<file path="config.mk">
export PLATFORM = sky130hd
export DESIGN_NAME = mul_operand_sequencer
export DESIGN_NICKNAME = d
export VERILOG_FILES = /design/src/rtl/mul_seq_pkg.sv /design/src/rtl/mul_seq_watchdog.sv /design/src/rtl/mul_operand_sequencer.sv
export SDC_FILE = /design/constraint.sdc
export NUM_CORES = 1
export LEC_CHECK = 0
export BUFFER_PORTS_ARGS = -buffer_cell sky130_fd_sc_hd__buf_4
export CAP_MARGIN = 30
export CORE_ASPECT_RATIO = 1.4
export CORE_MARGIN = 2
export CORE_UTILIZATION = 45
export CTS_CLUSTER_DIAMETER = 150
export DETAILED_ROUTE_END_ITERATION = 8
export PLACE_DENSITY_LB_ADDON = 0.15
export SLEW_MARGIN = 20
export SYNTH_ARGS = -nofsm -noshare
export SYNTH_HDL_FRONTEND = slang
export SYNTH_SLANG_ARGS = --single-unit
</file>
<file path="constraint.sdc">
create_clock -name clk -period 1.9 [get_ports clk]
set_clock_uncertainty 0.15 [all_clocks]
set_input_delay 0.38 -clock clk [delete_from_list [all_inputs] [get_ports clk]]
set_output_delay 0.38 -clock clk [all_outputs]
set_load 0.005 [all_outputs]
</file>
<file path="src/rtl/mul_seq_pkg.sv">
// rtl/mul_seq_pkg.sv - shared constants, state encoding and sizing helper for the operand sequencer
package mul_seq_pkg;

    localparam int DEF_WIDTH   = 16;
    localparam int DEF_TIMEOUT = 70000;
    localparam int DEF_CNT_W   = 8;

    typedef logic [2:0] state_t;

    localparam state_t IDLE      = 3'd0;
    localparam state_t START     = 3'd1;
    localparam state_t LOAD_A    = 3'd2;
    localparam state_t LOAD_B    = 3'd3;
    localparam state_t WAIT_DONE = 3'd4;

    // Counter width able to hold 0..timeout-1; never narrower than one bit.
    function automatic int timer_width(input int timeout);
        return (timeout < 2) ? 1 : $clog2(timeout);
    endfunction

endpackage

</file>
<file path="src/rtl/mul_seq_watchdog.sv">
// rtl/mul_seq_watchdog.sv - clear/enable cycle counter flagging the last allowed wait cycle
module mul_seq_watchdog
    import mul_seq_pkg::*;
#(
    parameter int TIMEOUT = DEF_TIMEOUT
) (
    input  logic clk,
    input  logic rst_n,
    input  logic clr,
    input  logic en,
    output logic expired
);

    localparam int TW = timer_width(TIMEOUT);
    localparam logic [TW-1:0] LAST = TW'(TIMEOUT - 1);

    logic [TW-1:0] count;

    always_ff @(posedge clk or negedge rst_n) begin
        if (!rst_n) begin
            count <= '0;
        end else if (clr) begin
            count <= '0;
        end else if (en) begin
            count <= count + TW'(1);
        end
    end

    assign expired = (count == LAST);

endmodule

</file>
<file path="src/rtl/mul_operand_sequencer.sv">
// rtl/mul_operand_sequencer.sv - feeds operand pairs to the repeated-addition multiplier and reports outcomes
module mul_operand_sequencer
    import mul_seq_pkg::*;
#(
    parameter int WIDTH   = DEF_WIDTH,
    parameter int TIMEOUT = DEF_TIMEOUT,
    parameter int CNT_W   = DEF_CNT_W
) (
    input  logic             clk,
    input  logic             rst_n,
    input  logic             in_valid,
    output logic             in_ready,
    input  logic [WIDTH-1:0] in_a,
    input  logic [WIDTH-1:0] in_b,
    output logic             mul_start,
    output logic [WIDTH-1:0] mul_data,
    input  logic             mul_done,
    output logic             op_done,
    output logic             op_zero,
    output logic             op_timeout,
    output logic             busy,
    output logic [CNT_W-1:0] op_count
);

    state_t           state;
    state_t           state_nx;
    logic [WIDTH-1:0] a_q;
    logic [WIDTH-1:0] b_q;
    logic             done_q;
    logic             op_done_q;
    logic             op_zero_q;
    logic             op_timeout_q;
    logic [CNT_W-1:0] count_q;
    logic             accept;
    logic             zero_b;
    logic             done_rise;
    logic             expired;

    assign accept    = (state == IDLE) && in_valid;
    assign zero_b    = (in_b == '0);
    // A done level carried over from an earlier operation never looks like a rising edge.
    assign done_rise = mul_done && !done_q;

    mul_seq_watchdog #(
        .TIMEOUT (TIMEOUT)
    ) u_watchdog (
        .clk     (clk),
        .rst_n   (rst_n),
        .clr     (state == LOAD_B),
        .en      (state == WAIT_DONE),
        .expired (expired)
    );

    always_ff @(posedge clk or negedge rst_n) begin
        if (!rst_n) begin
            state <= IDLE;
        end else begin
            state <= state_nx;
        end
    end

    always_comb begin
        state_nx = state;
        case (state)
            IDLE: begin
                if (accept && !zero_b) begin
                    state_nx = START;
                end
            end
            START:     state_nx = LOAD_A;
            LOAD_A:    state_nx = LOAD_B;
            LOAD_B:    state_nx = WAIT_DONE;
            WAIT_DONE: begin
                if (done_rise || expired) begin
                    state_nx = IDLE;
                end
            end
            default:   state_nx = IDLE;
        endcase
    end

    // Status flags are registered so they line up with the IDLE cycle that follows.
    always_ff @(posedge clk or negedge rst_n) begin
        if (!rst_n) begin
            a_q          <= '0;
            b_q          <= '0;
            done_q       <= 1'b0;
            op_done_q    <= 1'b0;
            op_zero_q    <= 1'b0;
            op_timeout_q <= 1'b0;
            count_q      <= '0;
        end else begin
            done_q       <= mul_done;
            op_done_q    <= 1'b0;
            op_zero_q    <= 1'b0;
            op_timeout_q <= 1'b0;
            if (accept) begin
                a_q <= in_a;
                b_q <= in_b;
                if (zero_b) begin
                    op_done_q <= 1'b1;
                    op_zero_q <= 1'b1;
                end
            end
            if (state == WAIT_DONE) begin
                if (done_rise) begin
                    op_done_q <= 1'b1;
                    count_q   <= count_q + CNT_W'(1);
                end else if (expired) begin
                    op_done_q    <= 1'b1;
                    op_timeout_q <= 1'b1;
                end
            end
        end
    end

    always_comb begin
        in_ready  = (state == IDLE);
        busy      = (state != IDLE);
        mul_start = (state == START);
        case (state)
            START, LOAD_A:     mul_data = a_q;
            LOAD_B, WAIT_DONE: mul_data = b_q;
            default:           mul_data = '0;
        endcase
    end

    assign op_done    = op_done_q;
    assign op_zero    = op_zero_q;
    assign op_timeout = op_timeout_q;
    assign op_count   = count_q;

endmodule

</file>
## Word-level counts from Yosys, hierarchy flattened

Cells that the tools add are included.

- Register bits after elaboration: 64
- Input bits: 36
- Output and inout port bits: 30
- Word-level logic and storage cells: 46

- Add/sub/neg operators: 2
- Eq/ne operators: 7
- Mux-type cells: 14
- Reductions and logical operators: 14

Operators with widths:

| kind | count |
|---|---|
| 17-bit two-way mux | 2 |
| 16-bit one-hot mux with 2 select lines | 1 |
| 17-bit by 1-bit adder with 17-bit output (second input constant) | 1 |
| 17-bit equality test (second input constant) | 1 |
| 16-bit logical NOT | 1 |
| 3-bit one-hot mux with 5 select lines | 1 |
| 8-bit by 1-bit adder with 8-bit output (second input constant) | 1 |
| 1-bit two-way mux | 8 |
| 3-bit by 2-bit equality test with 1-bit output (second input constant) | 2 |
| 3-bit two-way mux | 2 |
| 2-bit AND reduction | 2 |
| 2-bit OR reduction | 2 |
| 3-bit by 1-bit equality test with 1-bit output (second input constant) | 1 |
| 3-bit equality test (second input constant) | 1 |
| 1-bit logical AND | 3 |
| 3-bit logical NOT | 1 |
| 3-bit nonzero test | 1 |
| 1-bit logical NOT | 2 |
| 2-bit by 1-bit inequality test with 1-bit output (second input constant) | 1 |
| 2-bit inequality test (second input constant) | 1 |
| 2-bit nonzero test | 1 |
| 1-bit logical OR | 1 |

## Logic depth before layout (Yosys ltp)

Gate-level depths: netlist of run 1.

- Depth after elaboration: 6
- Depth in mapped cells: 7
- Gate-level depth less buffers: 5

## By module

A second synthesis of run 1 with hierarchy kept.

- Cell total of the unflattened synthesis: 246
- Area, all modules: 2,975.4 µm²

Modules (own cells, without submodules):

| module | instances | cells an instance | area each (µm²) | seq. area each (µm²) |
|---|---|---|---|---|
| mul_operand_sequencer | 1 | 151 | 2,084.5 | 1,176.1 |
| mul_seq_watchdog | 1 | 95 | 890.9 | 425.4 |

## Worst setup path after synthesis of run 1

No wires, ideal clock.

- Path kind: reg2out
- From: register state[1]
- To: output mul_data[0]
- Arrival: 1,530 ps
- Required time: 1,370 ps
- Slack: -160 ps
- Stages on the path, launching flop included: 7
- Path buffers: 3
- Path through: dfrtp_1 > buf_2 > or3b_1 > buf_2 > nand2_1 > buf_2 > a22o_1

- Word-level cells in the longest chain between the ends: 3
- Elaborated cells between the ends (all ways): 7
- Those cells by class: eq/ne: 4; mux: 1; reduce/logical: 2

RTL lines:

| element | line | RTL |
|---|---|---|
| start, declared | mul_operand_sequencer.sv:25 | `state_t state;` |
| start signal, assigned | mul_operand_sequencer.sv:58 | `state <= state_nx;` |
| 3-bit equality test, or another cell as far along | mul_operand_sequencer.sv:121 | `case (state)` |
| 2-bit OR reduction | mul_operand_sequencer.sv:121 |  |
| 16-bit one-hot mux with 2 select lines (*) | mul_operand_sequencer.sv:121 |  |
| end, declared | mul_operand_sequencer.sv:16 | `output logic [WIDTH-1:0] mul_data,` |

Every way passes the cells marked *; elsewhere a longest branch is shown, timed or not.

## Worst setup path after layout of run 1

Same ends and word-level chain as after synthesis.

==> flow_metrics.py, run 1 <==
metrics = {
    "run_status": {
        "status": "finished, violations left",
        "violations": "negative setup slack",
    },
    "power_and_ir_drop": {
        "swShare_pct": 34.0,
        "p_leak_uw": 0.00214,
        "ir_drop_mv": 0.864,
        "p_comb_share_pct": 47.2,
        "p_switching_uw": 2160,
        "p_seq_share_pct": 32.2,
        "internal_power_uw": 4190,
        "clkPwrFrac_pct": 20.6,
        "p_per_area_nw_per_um2": 1500,
    },
    "routing": {
        "avgRoutedWirePerCell_um": 16.2,
        "antenna_left": 0,
        "drc": 0,
        "firstDrtPassIters": 4,
        "vias_per_cell": 5.45,
        "vias": 2626,
        "drt_iter0_drc": 243,
        "routed_wl_um": 7820,
    },
    "floorplan": {
        "ioPinCount": 66,
        "start_util_pct": 46.5,
        "dieArea_um2": 7130,
        "die_h_um": 99.1,
        "die_w_um": 71.9,
        "core_um2": 6250,
        "row_count": 34,
    },
    "synthesis": {
        "syn_nets": 345,
        "synth-edff-count": 0,
        "synth_top_flop_cell": "dfrtp_1",
        "synth-seq-area-share_pct": 55.1,
        "synth_area_leaders": "dfrtp_1 (55%), nand2_1 (15%), a22o_1 (5.1%)",
        "yosysTopAreaCellShare_pct": 55.1,
        "syn_inst": 307,
        "synthArstFlopShare_pct": 100,
        "synth_top_area_cell": "dfrtp_1",
        "yosysWarningCount": 0,
        "synth.avg_cell_area_um2": 9.47,
        "synth_cell_type_count": 40,
        "synth-seq-cells": 64,
        "syn_area_um2": 2910,
    },
    "placed_design": {
        "gp_congestion": 0.858,
        "numPortBuffers": 65,
        "dpl_cell_area_um2": 3620,
        "hpwl_um": 4840,
    },
    "final_layout": {
        "diodes": 0,
        "area_delta_synth_final_pct": 45.1,
        "fin_area_um2": 4220,
        "final_nets": 444,
        "final_util_pct": 67.4,
        "nFillCells": 480,
        "drive_gt1_share_pct": 33.2,
    },
    "timing": {
        "setup_violations": 26,
        "slew_viol_final": 0,
        "finalWorstSetupSlack_ps": -295,
        "hold_viol": 0,
        "slew_headroom_pct": 76.2,
        "fmax_mhz": 456,
        "fin_setup_tns_ps": -5230,
        "tightest_slew_ps": 354,
        "fin_crit_sh_pct": 116,
        "min_period_ps": 2200,
        "grt_setup_unrepaired": "yes",
    },
    "clocking": {
        "clk_pin_slew_ps": 70,
        "insertion_delay_ps": 340,
        "root_buffer": "clkbuf_8",
        "cts_tree": "done",
        "htree_levels": 3,
        "numClockSinks": 64,
        "numCtsBuffers": 9,
        "cts.path.max_buffers": 2,
    },
    "global_routing": {
        "antenna_found_initial": 0,
        "grt_max_degree": 34,
        "grt_pass1_wl_um": 12100,
        "grt_usage_pct": 21.7,
        "grt_pass1_vias": 2609,
        "grt.overflow.total": 0,
    },
    "job": {
        "drv_cap": 0,
    },
    "setup_path": {
        "critical_path_class": "reg2out",
        "worstPathMaxFanout": 8,
        "end_kind": "output port",
        "required_ps": 1370,
        "crit_arrival_ps": 1670,
        "cp-start-kind": "register",
    },
    "worst_hold_path": {
        "hold_class": "in2reg",
    },
}
## Yosys cell counts, drive strengths merged, types with 2 or more instances
| cell | instances |
|---|---|
| nand2 | 113 |
| dfrtp | 64 |
| a22o | 17 |
| nor2 | 10 |
| nand4 | 9 |
| o21ai | 9 |
| buf | 8 |
| nand3 | 8 |
| clkbuf | 6 |
| xnor2 | 6 |
| and3 | 5 |
| a21oi | 4 |
| nor3 | 4 |
| nor4 | 4 |
| o211ai | 4 |
| xor2 | 4 |
| mux2i | 3 |
| nor3b | 3 |
| o31ai | 3 |
| and2 | 2 |
| and4 | 2 |
| ha | 2 |
| nand3b | 2 |
| nor4b | 2 |
| or3 | 2 |
| or4 | 2 |
## path summary, 6_finish.rpt
path | from | end | slack, ps | cells after the start
max | state[1] | mul_data[0] | -300 | 4
min | in_a[2] | a_q[2] | 70 | 3
max reg2reg | state[1] | u_watchdog.count[16] | -120 | 9
min reg2reg | op_count[7] | op_count[7] | 330 | 1
max in group asynchronous | rst_n | b_q[8] | 780 | 3
min in group asynchronous | rst_n | done_q | 340 | 2
## placed cells by master (no fill, tap or decap), types with 3 or more instances in the layout
master and n:
nand2_1 109, buf_4 79, dfrtp_1 64, a22o_1 17, clkbuf_8 11, buf_6 11
nand4_1 9, nor2_1 7, nand3_1 7, and3_1 5, o21ai_1 5, xnor2_1 5
nand2_4 4, nor4_1 4, o21ai_0 4, xor2_1 4, clkbuf_16 4, buf_12 4
o211ai_1 3, o31ai_1 3, mux2i_1 3
## per-stage QoR
stage	hold slack [ps]	std cells	setup slack, ps	power [uW]
after floorplan	-65.6	307	4.96	3240
after global placement	166	451	60.3	4290
after detailed placement	166	451	15.7	4340
after CTS	68.0	474	-281	5910
after global routing	78.8	482	-332	6700
final	71.8	482	-295	6350
## critical path, stage by stage (launching register included)
cell and delay [ps]:
dfrtp_1 420, or3b_4 460, nand2_4 160, a22o_1 180
buf_4 110
## layout make-up
class,count,area [um2],share of cell area [%]
clock buffers,12,155,3.68
clock inverters,3,65.1,1.54
inverters,1,3.75,0.0890
multi-input cells,229,1370,32.5
flip-flops and latches,64,1600,38.0
well taps,72,90.1,2.14
repair buffers,101,932,22.1
## registers in the layout, indices dropped and copies added, names as in the netlist
name              count
u_watchdog.count     17
a_q                  16
b_q                  16
op_count              8
state                 3
done_q                1
op_done               1
op_timeout            1
op_zero               1
## power by group through the flow
stage          logic, uW  clock network (uW)  registers (uW)
4_1_cts             2550                1320            2040
3_5_place_dp        2290                   0            2050
2_1_floorplan       1260                   0            1980
5_1_grt             3230                1380            2090
6_report            2990                1310            2040
3_3_place_gp        2240                   0            2050
## what timing repair did
item	4_1_cts	5_1_grt
resized for setup	12	35
setup endpoints to repair	18	32
hold endpoints to repair	25	0
pin swaps	11	22
setup buffers	6	6
cloned	1	4
hold buffers	2	0
## per-layer routing
| layer | global-route usage [%] | share of wire [%] |
|---|---|---|
| met3 | 5.27 | 4.5 |
| met4 | 8.27 | 1.6 |
| met1 | 26.9 | 40 |
| met5 | 0 | 0 |
| met2 | 36.4 | 54 |
## logic make-up after synthesis
group                    after synthesis  synth area share, %
XOR/XNOR                              10                 3.01
adder cells (fa/ha/maj)                2                0.860
buffers and inverters                 15                 2.37
flip-flops                            64                 55.1
AND/OR/NAND/NOR                      171                 26.9
multiplexers                           4                 1.42
AO/OA/AOI/OAI                         41                 10.3
No activity file was read; power rests on OpenSTA's default activity.
==> run 2: changes to the inputs <==
--- a/config.mk
+++ b/config.mk
@@ -5,12 +5,12 @@
 export SDC_FILE = /design/constraint.sdc
 export NUM_CORES = 1
 export LEC_CHECK = 0
-export BUFFER_PORTS_ARGS = -buffer_cell sky130_fd_sc_hd__buf_4
+export BUFFER_PORTS_ARGS = -buffer_cell sky130_fd_sc_hd__clkbuf_2
 export CAP_MARGIN = 30
 export CORE_ASPECT_RATIO = 1.4
 export CORE_MARGIN = 2
 export CORE_UTILIZATION = 45
-export CTS_CLUSTER_DIAMETER = 150
+export CTS_CLUSTER_DIAMETER = 40
 export DETAILED_ROUTE_END_ITERATION = 8
 export PLACE_DENSITY_LB_ADDON = 0.15
 export SLEW_MARGIN = 20
==> run 2 against run 1 <==
  * The run still ends with negative setup slack left
  * Non-clock buffer count fell by 7
  * Global-route usage shrank 0.13 points
  * Sequential share of layout area rose by 3.1 points
  * Largest power group unchanged
  * Highest routed layer unchanged
  * Combinational power shrank 13%
  * Final area decreased by 7.6%
  * Sequential cell count stayed put
  * Critical path depth stayed put
  * Total power shrank 8.8%
==> flow_metrics.py, run 2 (same netlist as run 1, synthesis figures left out) <==
metrics = {
    "run_status": {
        "violations": "negative setup slack",
        "status": "finished, violations left",
    },
    "job": {
        "drv_cap": 0,
    },
    "final_layout": {
        "final_nets": 437,
        "final_common_cell": "nand2_1",
        "layoutNonFillerInstCount": 476,
        "top_regs": "u_watchdog.count x17, a_q x16, b_q x16",
        "largest_reg_flops": 17,
        "nFillCells": 527,
        "fin_area_um2": 3900,
        "max_flop_register": "u_watchdog.count",
        "multi_input_area_um2": 1370,
        "mostFrequentLayoutCells": "nand2_1 (111), dfrtp_1 (64), clkbuf_2 (61), a22o_1 (17)",
        "drive_gt1_share_pct": 31.7,
        "diodes": 0,
        "area_delta_synth_final_pct": 34.0,
        "regArea_um2": 1600,
    },
    "setup_path": {
        "crit_arrival_ps": 1610,
        "critical_path_class": "reg2out",
        "path_cells": "or3b_4 -> nand2_8 -> a22o_1 -> clkbuf_2",
        "cp_top_family": "simple AND/OR/NAND/NOR gates",
        "end_kind": "output port",
        "worst-path-buf-inv": 1,
        "max_stage_delay_ps": 470,
        "worstPathMaxFanout": 8,
        "slowest_stage": "or3b_4",
        "cp-start-kind": "register",
        "required_ps": 1370,
    },
    "floorplan": {
        "dieArea_um2": 7130,
        "die_h_um": 99.1,
        "row_count": 34,
        "start_util_pct": 46.5,
        "ioPinCount": 66,
        "core_um2": 6250,
        "die_w_um": 71.9,
    },
    "global_routing": {
        "antenna_found_initial": 0,
        "grt.overflow.total": 0,
        "grt_pass1_vias": 2497,
        "grt_usage_pct": 21.6,
        "grt_max_degree": 65,
        "grt_pass1_wl_um": 12000,
    },
    "placed_design": {
        "dp.cells": 448,
        "dp_slack_ps": 20.9,
        "numPortBuffers": 65,
        "gp_congestion": 0.810,
        "hpwl_um": 4530,
        "dpl_cell_area_um2": 3440,
    },
    "routing": {
        "avgRoutedWirePerCell_um": 14.9,
        "antenna_left": 0,
        "drt_iter0_drc": 146,
        "routed_wl_um": 7120,
        "drc": 0,
        "vias": 2541,
        "firstDrtPassIters": 4,
        "vias_per_cell": 5.34,
    },
    "timing": {
        "slew_viol_final": 0,
        "min_period_ps": 2140,
        "timing.hold.ws_ps": 19.9,
        "setup_violations": 20,
        "tightest_slew_ps": 348,
        "fmax_mhz": 467,
        "fin_crit_sh_pct": 113,
        "grt_setup_unrepaired": "yes",
        "hold_viol": 0,
        "slew_headroom_pct": 76.8,
        "finalWorstSetupSlack_ps": -240,
    },
    "power_and_ir_drop": {
        "swShare_pct": 35.9,
        "p_switching_uw": 2080,
        "internal_power_uw": 3710,
        "clkPwrFrac_pct": 20.1,
        "ir_drop_mv": 0.864,
        "p_total_uw": 5790,
        "p_per_area_nw_per_um2": 1490,
        "p_comb_share_pct": 44.7,
        "p_leak_uw": 0.00200,
        "p_seq_share_pct": 35.2,
    },
    "clocking": {
        "htree_levels": 3,
        "clk_pin_slew_ps": 70,
        "cts.path.max_buffers": 2,
        "numClockSinks": 64,
        "numCtsBuffers": 9,
        "root_buffer": "clkbuf_8",
        "insertion_delay_ps": 340,
        "cts_tree": "done",
    },
    "worst_hold_path": {
        "hold_class": "in2reg",
    },
}
run 2: cell count changes in the layout (fill, tap and decap cells not counted), sizes merged:
cell / delta
clkbuf: +56
clkinv: +2
bufinv: -1
dlygate4sd3: -1
clkinvlp: +1
buf: -63
run 2: per-layer routing:
layer / track usage, % / part of all wire (%) / vias to the layer above
met5: 0 / 0 / -
met4: 10.0 / 2.0 / 0
met3: 3.85 / 3.6 / 11
met2: 34.3 / 51 / 65
met1: 28.6 / 44 / 1221
li1: - / - / 1244
run 2: path summary, 6_finish.rpt:
path	end	startpoint	slack, ps	depth (start not counted)
worst max-delay path	mul_data[9]	state[1]	-240	4
worst min-delay path	done_q	mul_done	20	1
worst max register to register	u_watchdog.count[15]	state[1]	-30	7
worst min register to register	a_q[4]	a_q[4]	330	2
max in group asynchronous	u_watchdog.count[7]	rst_n	870	3
min in group asynchronous	op_count[4]	rst_n	430	3
run 2: what timing repair did:
| action | CTS | global route |
|---|---|---|
| setup buffers | 6 | 3 |
| hold buffers | 1 | 0 |
| setup endpoints to repair | 18 | 43 |
| resized for setup | 14 | 28 |
| pin swaps | 4 | 26 |
| gates cloned | 2 | 0 |
| endpoints found under the hold margin | 64 | 0 |
run 2: metrics by stage:
stage | TNS [ps] | utilization [%]
3_5_place_dp | 0 | 55.0
4_1_cts | -4110 | 60.2
2_1_floorplan | 0 | -
3_3_place_gp | 0 | 55.0
5_1_grt | -5610 | 62.3
6_report | -3720 | 62.3
run 2: cell type report:
class / count / share of cell area (%)
Inverter: 1 / 0.0963
Tap cell: 72 / 2.31
Clock buffer: 11 / 3.63
Clock inverter: 5 / 1.44
Timing Repair Buffer: 94 / 16.3
Multi-Input combinational cell: 229 / 35.2
Sequential cell: 64 / 41.1
run 2: power by group through the flow:
stage	Sequential, uW	Combinational (uW)	Clock (uW)
final	2040	2590	1170
after global routing	2090	2850	1250
after CTS	2030	2370	1190
after detailed placement	2050	2060	0
after global placement	2040	2040	0
after floorplan	1980	1260	0
